## src/rtl/simplebus_initiator.sv

```systemverilog
// Leader-side simplebus engine: request port -> three-phase address -> read wait or write beat -> response port.
// Optional read-wait timeout enabled by defining SIMPLEBUS_INIT_TIMEOUT_EN (parameter TIMEOUT_CYCLES, >= 2).
module simplebus_initiator #(
    parameter int unsigned TIMEOUT_CYCLES = 64
) (
    input  logic        clock,
    input  logic        reset,
    input  logic        req_valid,
    output logic        req_ready,
    input  logic        req_write,
    input  logic [23:0] req_addr,
    input  logic [7:0]  req_wdata,
    output logic        rsp_valid,
    input  logic        rsp_ready,
    output logic [7:0]  rsp_rdata,
    output logic        rsp_err,
    output logic        bus_start,
    output logic        bus_read,
    output logic [7:0]  bus_addr,
    output logic        bus_addr_oe,
    output logic [7:0]  bus_data_out,
    output logic        bus_data_oe,
    input  logic [7:0]  bus_data_in,
    output logic        bus_dv_out,
    output logic        bus_dv_oe,
    input  logic        bus_dv_in
);

    typedef enum logic [2:0] {IDLE, UP, MID, LO, RDW, WR} state_e;

    state_e      state_q, state_d;
    logic [23:0] addr_q, addr_d;
    logic [7:0]  wdata_q, wdata_d;
    logic        write_q, write_d;
    logic        rsp_valid_q, rsp_valid_d;
    logic [7:0]  rsp_rdata_q, rsp_rdata_d;
    logic        rsp_err_q, rsp_err_d;
    logic        accept;

`ifdef SIMPLEBUS_INIT_TIMEOUT_EN
    localparam int unsigned WAIT_W = $clog2(TIMEOUT_CYCLES);
    localparam logic [WAIT_W-1:0] WAIT_LAST = WAIT_W'(TIMEOUT_CYCLES - 1);
    logic [WAIT_W-1:0] wait_q, wait_d;
`endif

    // NOTE: sequential state uses non-blocking assignments so every register samples pre-edge values.
    always_ff @(posedge clock or posedge reset) begin
        if (reset) begin
            state_q     <= IDLE;
            addr_q      <= '0;
            wdata_q     <= '0;
            write_q     <= 1'b0;
            rsp_valid_q <= 1'b0;
            rsp_rdata_q <= '0;
            rsp_err_q   <= 1'b0;
`ifdef SIMPLEBUS_INIT_TIMEOUT_EN
            wait_q      <= '0;
`endif
        end else begin
            state_q     <= state_d;
            addr_q      <= addr_d;
            wdata_q     <= wdata_d;
            write_q     <= write_d;
            rsp_valid_q <= rsp_valid_d;
            rsp_rdata_q <= rsp_rdata_d;
            rsp_err_q   <= rsp_err_d;
`ifdef SIMPLEBUS_INIT_TIMEOUT_EN
            wait_q      <= wait_d;
`endif
        end
    end

    // NOTE: every output of this block gets a default first, so no path can infer a latch.
    always_comb begin
        state_d      = state_q;
        addr_d       = addr_q;
        wdata_d      = wdata_q;
        write_d      = write_q;
        rsp_valid_d  = rsp_valid_q;
        rsp_rdata_d  = rsp_rdata_q;
        rsp_err_d    = rsp_err_q;
`ifdef SIMPLEBUS_INIT_TIMEOUT_EN
        wait_d       = wait_q;
`endif
        req_ready    = (state_q == IDLE) && !rsp_valid_q;
        accept       = req_valid && req_ready;
        bus_start    = 1'b0;
        bus_read     = 1'b0;
        bus_addr     = '0;
        bus_addr_oe  = 1'b0;
        bus_data_out = '0;
        bus_data_oe  = 1'b0;
        bus_dv_out   = 1'b0;
        bus_dv_oe    = 1'b0;

        if (rsp_valid_q && rsp_ready) begin
            rsp_valid_d = 1'b0;
        end

        case (state_q)
            IDLE: begin
                if (accept) begin
                    addr_d  = req_addr;
                    wdata_d = req_wdata;
                    write_d = req_write;
                    state_d = UP;
                end
            end
            UP: begin
                bus_start   = 1'b1;
                bus_addr    = addr_q[23:16];
                bus_addr_oe = 1'b1;
                state_d     = MID;
            end
            MID: begin
                bus_addr    = addr_q[15:8];
                bus_addr_oe = 1'b1;
                state_d     = LO;
            end
            LO: begin
                bus_addr    = addr_q[7:0];
                bus_addr_oe = 1'b1;
                bus_read    = !write_q;
                state_d     = write_q ? WR : RDW;
`ifdef SIMPLEBUS_INIT_TIMEOUT_EN
                wait_d      = '0;
`endif
            end
            RDW: begin
                // Follower data wins over a timeout landing in the same cycle.
                if (bus_dv_in) begin
                    rsp_rdata_d = bus_data_in;
                    rsp_valid_d = 1'b1;
                    rsp_err_d   = 1'b0;
                    state_d     = IDLE;
                end
`ifdef SIMPLEBUS_INIT_TIMEOUT_EN
                else if (wait_q == WAIT_LAST) begin
                    rsp_rdata_d = 8'hFF;
                    rsp_valid_d = 1'b1;
                    rsp_err_d   = 1'b1;
                    state_d     = IDLE;
                end else begin
                    wait_d = wait_q + 1'b1;
                end
`endif
            end
            WR: begin
                bus_data_out = wdata_q;
                bus_data_oe  = 1'b1;
                bus_dv_out   = 1'b1;
                bus_dv_oe    = 1'b1;
                rsp_rdata_d  = '0;
                rsp_valid_d  = 1'b1;
                rsp_err_d    = 1'b0;
                state_d      = IDLE;
            end
            default: state_d = IDLE;
        endcase
    end

    assign rsp_valid = rsp_valid_q;
    assign rsp_rdata = rsp_rdata_q;
`ifdef SIMPLEBUS_INIT_TIMEOUT_EN
    assign rsp_err   = rsp_err_q;
`else
    assign rsp_err   = 1'b0;
`endif

endmodule

```

## config.mk

```make
export PLATFORM = sky130hd
export DESIGN_NAME = simplebus_initiator
export DESIGN_NICKNAME = d
export VERILOG_FILES = /design/src/rtl/simplebus_initiator.sv
export SDC_FILE = /design/constraint.sdc
export NUM_CORES = 1
export LEC_CHECK = 0
export BUFFER_PORTS_ARGS = -buffer_cell sky130_fd_sc_hd__buf_2
export CAP_MARGIN = 20
export CORE_UTILIZATION = 53
export DETAILED_ROUTE_END_ITERATION = 8
export GPL_ROUTABILITY_DRIVEN = 1
export PLACE_DENSITY = 0.84
export SYNTH_ARGS = -nofsm -noshare
export SYNTH_HDL_FRONTEND = slang
export SYNTH_SLANG_ARGS = --single-unit
```

## constraint.sdc

```tcl
create_clock -name clock -period 4.1 [get_ports clock]
set_input_delay 0.41 -clock clock [delete_from_list [all_inputs] [get_ports clock]]
set_output_delay 0.41 -clock clock [all_outputs]
set_load 0.1 [all_outputs]
```

==> summary.md <==
| Metric | Value |
|---|---|
| Final setup fails | `0` |
| # diodes | `0` |
| Critical path buffers and inverters | `1` |
| Via-to-Cell Ratio | `5.11` |
| DRT Pass-1 Iters | `4` |
| CP Class | `reg2out` |
| Mapped Cells | `163` |
| Area Overhead vs Synth | `19.5%` |
| Max Clk Rate | `351 MHz` |
| Max-cap violations | `0` |
| Pins Over Slew Limit | `0` |
| Longest Clk Path Bufs | `2` |
| Syn Std Cell Area | `about 2200 sq um` |
| Largest stage delay, worst path | `0.85 ns` |
| RePlAce Congestion | `about 0.7` |
| Post-synthesis simple-gate area fraction | `0.110` |
| Postcts setup bufs | `0` |
| Worst-margin pin slew | `1.07 ns` |
| Num ports | `79` |
| Status | `finished clean` |
| Via count | `1,450` |
| Worst path arrival time | `2.44 ns` |
| DPL Wire Length | `2880 microns` |
| Post-layout net count | `279` |
| Avg Inst Size Synth | `13.7 sq um` |
| Initial antenna violation count | `0` |
| Adder-cell share of the synthesized area | `0` |
| Num CTS Buffers | `5` |
| Largest family of logic cells by synthesized area | `multiplexers` |
| Commonest non-fill, non-tap cell in the layout | `buf_2` |
| Most frequent cells in the layout | `77 x buf_2, 45 x dfrtp_1, 30 x mux2_4` |
| Crit. End Element | `primary output` |
| Setup crit start kind | `flop` |
| XOR/XNOR Fraction of Synth Area | `0.00392` |
| Core ar. | `4030 sq um` |
| Root Buffer | `clkbuf_8` |
| Critical Path, Cell by Cell | `nor2b_1 > a22oi_1 > nor2_1 > buf_2` |
| Final worst-path cycle share | `0.695` |
| Slowest cell on the critical path | `dfrtp_1` |
| Compound-Gate Fraction of Synth Area | `0.0359` |
| Crit-path leading delay family | `flip-flops` |
| Sequential area share after synthesis | `0.504` |
| Routed wire length | `4150 microns` |
| Placed cell count | `276` |
| Worst skew pair latency | `0.29 ns` |
| Global-route wire length before repair | `6230 microns` |
| Number of global-route vias before repair | `between 1,000 and 1,500` |
| Die area | `4470 sq um` |
| Clk sinks | `45` |
| H-Tree Level Count | `2` |
| Gr usage total | `0.193` |
| Final Skew | `0.00451 ns` |
| Post-synthesis mux area share | `0.298` |
| Fin crit period | `between 2 and 3 ns` |
| Critical Path Fanout Max | `18` |
| RSZ-0062 raised after global routing | `no` |
| Cts hold-fix bufs | `0` |
| Placed cell area | `2580 sq um` |
| Post-Place Worst Slack | `1.57 ns` |
| Die H | `66.9 microns` |
| Fill cells | `roughly 330` |
| Worst min path class | `in2async` |
| Initial DRC Count | `99` |
| Slew headroom | `0.285` |
| TNS Setup | `0 ns` |
| Ys Warns | `0` |
| Grt total ovfl | `0` |
| Layout cells sized above 1 | `0.585` |
| Worst EP required | `3.69 ns` |
| Post-Layout Cell Count | `284` |
| Initial Utilization | `0.554` |
| Mapped Nets | `209` |
| Post-CTS Resized | `0` |
| Reg clk slew, reported paths | `0.08 ns` |
| Setup WS post-layout | `1.25 ns` |
| Detail Route Antenna Nets | `0` |
| Pin count of the biggest net entering global routing | `46` |
| DRC Markers | `0` |
| FF+latch count, synth | `45` |
| FP Rows | `23` |
| Yosys cell types | `25` |
| IO Port Bufs | `77` |
| Post-DR wirelength/cell | `14.6 microns` |
| Fin. Hold Viols | `0` |
| CTS tree | `built` |
| Final Instance Area | `2670 sq um` |
| Chip width | `66.9 microns` |
-- sequential cells by signal, indices dropped and copies added (netlist names) --
register / cells
wdata_q: 8
state_q: 3
write_q: 1
rsp_rdata: 8
addr_q: 24
rsp_valid: 1
-- kinds of logic after synthesis --
family | after synthesis
muxes | 49
AOI/OAI and AO/OA | 11
other | 1
buffers and inverters | 16
xor gates and xnor gates | 1
and+or+nand+nor | 40
DFF | 45
-- cells in the mapped netlist --
library cell,number,area (sq um)
buf_2,1,5.00
o21bai_1,1,7.51
nor3b_1,1,7.51
buf_6,4,45.0
buf_1,3,11.3
nor4_4,1,21.3
and3b_1,1,8.76
a21o_1,1,7.51
nand2_2,1,6.26
nor2_1,13,48.8
buf_4,3,22.5
inv_1,2,7.51
dfrtp_1,45,1130
nand3b_1,2,15.0
mux2_2,19,214
nand2_1,2,7.51
clkbuf_1,3,11.3
a22oi_1,8,60.1
nor2b_1,10,62.6
xnor2_1,1,8.76
nor3b_4,1,18.8
mux2_4,30,450
a21oi_1,1,5.00
and2_1,8,50.1
conb_1,1,3.75
-- per-layer routing --
metal	vias to the layer above	global-route usage	share of wire
met2	55	0.283	0.46
met3	5	0.0479	0.062
met5	-	0	0
li1	688	-	-
met1	702	0.273	0.46
met4	0	0.0745	0.013
-- final timing paths --
kind	startpoint	to	slack, ns	cells past startpoint
setup / recovery	state_q[1]$_DFFE_PP0P_	bus_addr[4]	1.25	4
hold / removal	reset	wdata_q[4]$_DFFE_PP0P_	0.31	2
setup reg to reg	state_q[0]$_DFFE_PP0P_	addr_q[2]$_DFFE_PP0P_	1.68	3
hold reg to reg	addr_q[16]$_DFFE_PP0P_	addr_q[16]$_DFFE_PP0P_	0.50	1
max in group asynchronous	reset	addr_q[17]$_DFFE_PP0P_	3.22	2
min in group clock	req_addr[8]	addr_q[8]$_DFFE_PP0P_	0.34	2
-- through the flow --
step,hold slack (ns),utilization
floorplan,0.473,-
global placement,0.484,0.642
detailed placement,0.488,0.642
CTS,0.332,0.662
global route,0.324,0.662
finish,0.314,0.662
-- layout make-up --
class	count	area, sq um	area share
Sequential cell	45	1130	0.422
Clock buffer	6	72.6	0.0272
Multi-Input combinational cell	102	1000	0.376
Clock inverter	2	10.0	0.00375
Inverter	2	7.51	0.00281
Tap cell	50	62.6	0.0235
Timing Repair Buffer	77	385	0.144
Power is left out: the tool's default activity adds up to more than one toggle a clock period on the data nets, which glitch-free logic cannot reach.
